[src/rtl/gate_seq_pkg.sv]
// Shared definitions for the gate self-test sequencer: FSM state encoding,
// reference truth tables for common 2-input gates and the settle counter width.
// Truth-table bit index is {a,b}, so bit 0 is the a=0,b=0 response.
package gate_seq_pkg;

  // Sequencer states
  typedef enum logic [1:0] {
    IDLE   = 2'd0,
    DRIVE  = 2'd1,
    SAMPLE = 2'd2,
    DONE   = 2'd3
  } gate_seq_state_t;

  // Reference truth tables, bit index = {a,b}
  localparam logic [3:0] OR_TT   = 4'b1110;
  localparam logic [3:0] AND_TT  = 4'b1000;
  localparam logic [3:0] XOR_TT  = 4'b0110;
  localparam logic [3:0] NAND_TT = 4'b0111;

  // Width of the settle counter; covers SETTLE values 1..255
  localparam int SETTLE_W = 8;

  // Expected gate response for one input vector
  function automatic logic expected_bit(input logic [3:0] tt, input logic [1:0] vec);
    return tt[vec];
  endfunction

endpackage

[src/rtl/gate_seq_ctrl_settle_timer.sv]
// Loadable down-counter that times how long each vector is held on the gate.
// Loading SETTLE-1 on entry to DRIVE makes zero assert in the SETTLE-th
// DRIVE cycle; the counter parks at zero until the next load.
module settle_timer
  import gate_seq_pkg::*;
(
  input  logic                clk,
  input  logic                rst,
  input  logic                load,
  input  logic [SETTLE_W-1:0] load_val,
  output logic                zero
);

  logic [SETTLE_W-1:0] count;

  // Load has priority; otherwise count down and stop at zero
  always_ff @(posedge clk) begin
    if (rst) begin
      count <= '0;
    end else if (load) begin
      count <= load_val;
    end else if (count != '0) begin
      count <= count - SETTLE_W'(1);
    end
  end

  // Terminal-count flag consumed by the sequencer FSM
  assign zero = (count == '0);

endmodule

[src/rtl/gate_seq_ctrl.sv]
// Self-test sequencer for a 2-input combinational gate. On start it drives
// {a,b} = 00, 01, 10, 11 onto the gate, holds each vector SETTLE cycles,
// samples the gate output for one cycle and compares it to EXPECT[{a,b}].
// At the end of the sweep it pulses done and reports err_count and pass.
//
// Optional feature: define GATE_SEQ_LOG_EN to add the observed[3:0] port,
// which captures the gate response for each vector.
//
// Handshake: start is a plain level request with no ready. It is sampled
// only while the FSM is in IDLE; in every other state it is ignored and
// nothing is queued. busy is high from the cycle after an accepted start
// through the last SAMPLE cycle, and done pulses for one cycle afterwards.
module gate_seq_ctrl
  import gate_seq_pkg::*;
#(
  parameter logic [3:0] EXPECT = OR_TT,
  parameter int         SETTLE = 4       // legal range 1..255
) (
  input  logic       clk,
  input  logic       rst,
  input  logic       start,
  output logic       gate_a,
  output logic       gate_b,
  input  logic       gate_c,
  output logic       busy,
  output logic       done,
  output logic       pass,
  output logic [2:0] err_count
`ifdef GATE_SEQ_LOG_EN
  ,
  output logic [3:0] observed
`endif
);

  localparam logic [SETTLE_W-1:0] SETTLE_LOAD = SETTLE_W'(SETTLE - 1);

  gate_seq_state_t state;
  logic [1:0]      vec;

  logic            accept;
  logic            last_vec;
  logic            mismatch;
  logic [2:0]      err_next;
  logic            timer_load;
  logic            settle_zero;

  // Decode of the current step: start acceptance, comparison and next count
  always_comb begin
    accept     = (state == IDLE) && start;
    last_vec   = (vec == 2'd3);
    mismatch   = (gate_c != expected_bit(EXPECT, vec));
    err_next   = err_count;
    if ((state == SAMPLE) && mismatch && (err_count < 3'd4)) begin
      err_next = err_count + 3'd1;
    end
    // The timer is reloaded on every edge that enters DRIVE
    timer_load = accept || ((state == SAMPLE) && !last_vec);
  end

  settle_timer u_settle_timer (
    .clk      (clk),
    .rst      (rst),
    .load     (timer_load),
    .load_val (SETTLE_LOAD),
    .zero     (settle_zero)
  );

  // Sequencer FSM with registered gate drive, status and result outputs
  always_ff @(posedge clk) begin
    if (rst) begin
      state     <= IDLE;
      vec       <= 2'd0;
      gate_a    <= 1'b0;
      gate_b    <= 1'b0;
      busy      <= 1'b0;
      done      <= 1'b0;
      pass      <= 1'b0;
      err_count <= 3'd0;
    end else begin
      case (state)
        IDLE: begin
          gate_a <= 1'b0;
          gate_b <= 1'b0;
          done   <= 1'b0;
          if (accept) begin
            state     <= DRIVE;
            vec       <= 2'd0;
            busy      <= 1'b1;
            pass      <= 1'b0;
            err_count <= 3'd0;
          end
        end

        DRIVE: begin
          if (settle_zero) begin
            state <= SAMPLE;
          end
        end

        SAMPLE: begin
          err_count <= err_next;
          if (last_vec) begin
            // Result reflects the vec 3 comparison made on this same edge
            state  <= DONE;
            busy   <= 1'b0;
            done   <= 1'b1;
            pass   <= (err_next == 3'd0);
            gate_a <= 1'b0;
            gate_b <= 1'b0;
          end else begin
            state           <= DRIVE;
            vec             <= vec + 2'd1;
            {gate_a, gate_b} <= vec + 2'd1;
          end
        end

        DONE: begin
          state <= IDLE;
          done  <= 1'b0;
        end

        default: begin
          state <= IDLE;
        end
      endcase
    end
  end

`ifdef GATE_SEQ_LOG_EN
  // Capture log of the gate response, one bit per input vector
  always_ff @(posedge clk) begin
    if (rst) begin
      observed <= 4'd0;
    end else if (accept) begin
      observed <= 4'd0;
    end else if (state == SAMPLE) begin
      observed[vec] <= gate_c;
    end
  end
`endif

endmodule

[config.mk]
export PLATFORM = sky130hd
export DESIGN_NAME = gate_seq_ctrl
export DESIGN_NICKNAME = d
export VERILOG_FILES = /design/src/rtl/gate_seq_pkg.sv /design/src/rtl/gate_seq_ctrl_settle_timer.sv /design/src/rtl/gate_seq_ctrl.sv
export SDC_FILE = /design/constraint.sdc
export NUM_CORES = 1
export LEC_CHECK = 0
export ABC_AREA = 0
export CAP_MARGIN = 20
export CORE_UTILIZATION = 48
export CTS_CLUSTER_DIAMETER = 120
export DETAILED_ROUTE_END_ITERATION = 10
export GPL_TIMING_DRIVEN = 0
export PLACE_DENSITY = 0.73
export SYNTH_ARGS = -nofsm -noshare
export SYNTH_HDL_FRONTEND = slang
export SYNTH_SLANG_ARGS = --single-unit
export TNS_END_PERCENT = 30
[constraint.sdc]
create_clock -name clk -period 1.7 [get_ports clk]
set_input_delay 0.17 -clock clk [delete_from_list [all_inputs] [get_ports clk]]
set_output_delay 0.17 -clock clk [all_outputs]
set_load 0.01 [all_outputs]
==> flow_metrics.env <==
export IMPL_setup_viol=2
export IMPL_clk_pin_slew_worst_paths_ns=0.12
export IMPL_cts_made_buffers=3
export IMPL_skew_ns=0.00728
export IMPL_worst_setup_path_end_kind="flip-flop"
export IMPL_grt_max_degree=13
export IMPL_final_common_cell="dfxtp_1"
export IMPL_grt_overflow_total=0
export IMPL_required_ns=1.95
export IMPL_layout_setup_ws_ns=-0.118
export IMPL_synth_ff_type="dfxtp_1"
export IMPL_ys_seq_area_share_pct=39.6
export IMPL_ir_worst_vdd_mv=1.14
export IMPL_dieHeight_um=47.9
export IMPL_nNetsFinal=147
export IMPL_finalMaxSlewViolations=0
export IMPL_synth_edf_count=0
export IMPL_fp_dieW_um=47.9
export IMPL_synth_seq_cells=20
export IMPL_relSlewSlack_pct=70.7
export IMPL_place_hpwl_mm=1.38
export IMPL_syn_inst=119
export IMPL_wl_mm=1.99
export IMPL_drtAntennaViolNets=0
export IMPL_p_sw_share_pct=34.6
export IMPL_ys_types=30
export IMPL_drv_cap=0
export IMPL_post_place_ws_ns=-0.115
export IMPL_synthesis_nets=130
export IMPL_pwr_share_clk_pct=20.4
export IMPL_path_class="flip-flop to flip-flop"
export IMPL_failed_checks="negative setup slack"
export IMPL_drtPass1Iterations=4
export IMPL_finalCritPeriodShare_pct=107
export IMPL_start_kind="flip-flop"
export IMPL_clockBufferDepth=2
export IMPL_fin_crit_ns=1.82
export IMPL_diodes=0
export IMPL_vias_per_cell=5.44
export IMPL_dr_first_iter_drc_count=14
export IMPL_power_frac_comb_pct=45.3
export IMPL_hold_path_class="flip-flop to flip-flop"
export IMPL_route_detailed_drc=0
export IMPL_grt_usage_pct=19.5
export IMPL_fmax_ghz=0.550
export IMPL_tightest_slew_ns=0.440
export IMPL_gp_congestion=0.741
export IMPL_syn_cell_area_mm2=0.00101
export IMPL_die_area_mm2=0.00230
export IMPL_outcome="finished with violations"
export IMPL_cts_hold_buf=0
export IMPL_crit_arrival_ns=2.07
export IMPL_power_total_mw=1.96
export IMPL_leakage_nw=0.467
export IMPL_cp_max_fo=4
export IMPL_grt_first_pass_wirelength_mm=3.09
export IMPL_insertion_delay_ns=0.32
export IMPL_vias=882
export IMPL_portBuffers=11
export IMPL_switchingPower_mw=0.677
export IMPL_syn_to_final_growth_pct=24.0
export IMPL_std_cell_rows=16
export IMPL_hold_viol=0
export IMPL_start_util_pct=51.1
export IMPL_grt_pass1_vias=730
export IMPL_cts_tree="done"
export IMPL_avgSynthCellArea_um2=8.51
export IMPL_yosys_warnings=0
export IMPL_n_fill_cell=165
export IMPL_clkSinkCount=20
export IMPL_htree_num_levels=1
export IMPL_async_flop_share_pct=0
export IMPL_wl_per_cell_um=12.3
export IMPL_cts_root_buf="clkbuf_4"
export IMPL_drive_gt1_share_pct=12.6
export IMPL_seq_power_share_pct=34.3
export IMPL_rsz0062_at_grt="yes"
export IMPL_internal_power_mw=1.28
export IMPL_num_io_pins=12
export IMPL_final_cell_mix="dfxtp_1, nor2_1, a21oi_1, clkdlybuf4s50_1"
export IMPL_powerDensity_mw_per_mm2=1560
export IMPL_core_area_mm2=0.00198
export IMPL_antenna_found_initial=0
## cells by family (layout without fill, tap and decap cells)
| kind of cell | after synthesis | in the layout | synth area share [%] |
|---|---|---|---|
| AND/OR/NAND/NOR | 47 | 47 | 25.0 |
| AO/OA/AOI/OAI | 26 | 26 | 14.3 |
| flip-flops | 20 | 20 | 39.6 |
| buffers and inverters | 9 | 25 | 3.34 |
| adder cells (fa/ha/maj) | 7 | 7 | 8.65 |
| XOR/XNOR | 7 | 7 | 6.06 |
| multiplexers | 3 | 3 | 3.09 |
## cell type report
type	instances	area [um2]	share of cell area, %
multi-input cells	90	612	48.8
inverters	6	22.5	1.79
plain buffers	3	13.8	1.10
repair buffers	12	118	9.37
clock inverters	1	30.0	2.39
flip-flops and latches	20	403	32.1
clock buffers	3	22.5	1.79
well taps	27	33.8	2.69
## power by group through the flow
stage / logic [mW] / clock network [mW] / registers [mW]
2_1_floorplan: 0.641 / 0 / 0.667
3_3_place_gp: 0.757 / 0 / 0.676
3_5_place_dp: 0.791 / 0 / 0.679
4_1_cts: 0.885 / 0.403 / 0.671
5_1_grt: 0.988 / 0.420 / 0.689
6_report: 0.888 / 0.400 / 0.671
## registers in the layout, summed over array words and instances (netlist names)
name / count
busy: 1
done: 1
state: 2
vec: 2
pass: 1
u_settle_timer.count: 8
gate_b: 1
err_count: 3
gate_a: 1
## critical path: stages, from the launching register on
cell     delay, ns
dfxtp_2       0.34
or4_4         0.54
o31a_1        0.29
or4_1         0.47
a21oi_1       0.13
## cells in the mapped netlist (2+ instances only)
cell / n / area (um2)
dfxtp_1: 20 / 400
nor2_1: 14 / 52.6
a21oi_1: 13 / 65.1
ha_1: 7 / 87.6
nand2_1: 7 / 26.3
o21ai_0: 7 / 35.0
inv_1: 6 / 22.5
nand2b_1: 5 / 31.3
xnor2_1: 5 / 43.8
nor3b_1: 4 / 30.0
clkbuf_1: 3 / 11.3
nor2b_1: 3 / 18.8
mux2i_1: 2 / 20.0
nand3_1: 2 / 10.0
nand3b_1: 2 / 15.0
nor3_1: 2 / 10.0
o211ai_1: 2 / 15.0
or4_1: 2 / 15.0
xor2_1: 2 / 17.5
## per-stage QoR
step / instances / area [um2] / hold slack [ns] / util [%] / TNS, ns
6_report: 162 / 1250 / 0.493 / 63.3 / -0.181
5_1_grt: 162 / 1250 / 0.504 / 63.3 / -0.857
4_1_cts: 162 / 1250 / 0.492 / 63.1 / -0.375
3_5_place_dp: 157 / 1160 / 0.470 / 58.6 / -0.450
3_3_place_gp: 157 / 1160 / 0.464 / 58.6 / -0.298
2_1_floorplan: 119 / 1020 / 0.239 / - / -0.0452
## timing repair
item,CTS,global route
endpoints found under the hold margin,0,0
pin swaps,7,2
setup buffers,1,0
resized for setup,8,3
endpoints found under the setup margin,13,14
## metal layers
layer / routed length (um) / global-route usage [%]
met2: 910 / 31.6
met4: 35 / 8.33
met3: 84 / 2.26
met5: 0 / 0
met1: 960 / 26.2
## worst paths after layout
path                                         startpoint  endpoint  slack [ns]  depth (start not counted)
worst max-delay path            u_settle_timer.count[6]  state[1]       -0.12                          4
worst min-delay path                               busy      busy        0.49                          2
worst max register to register  u_settle_timer.count[6]  state[1]       -0.12                          4
worst min register to register                     busy      busy        0.49                          2
Note: power is estimated with default switching activity, not from simulation.
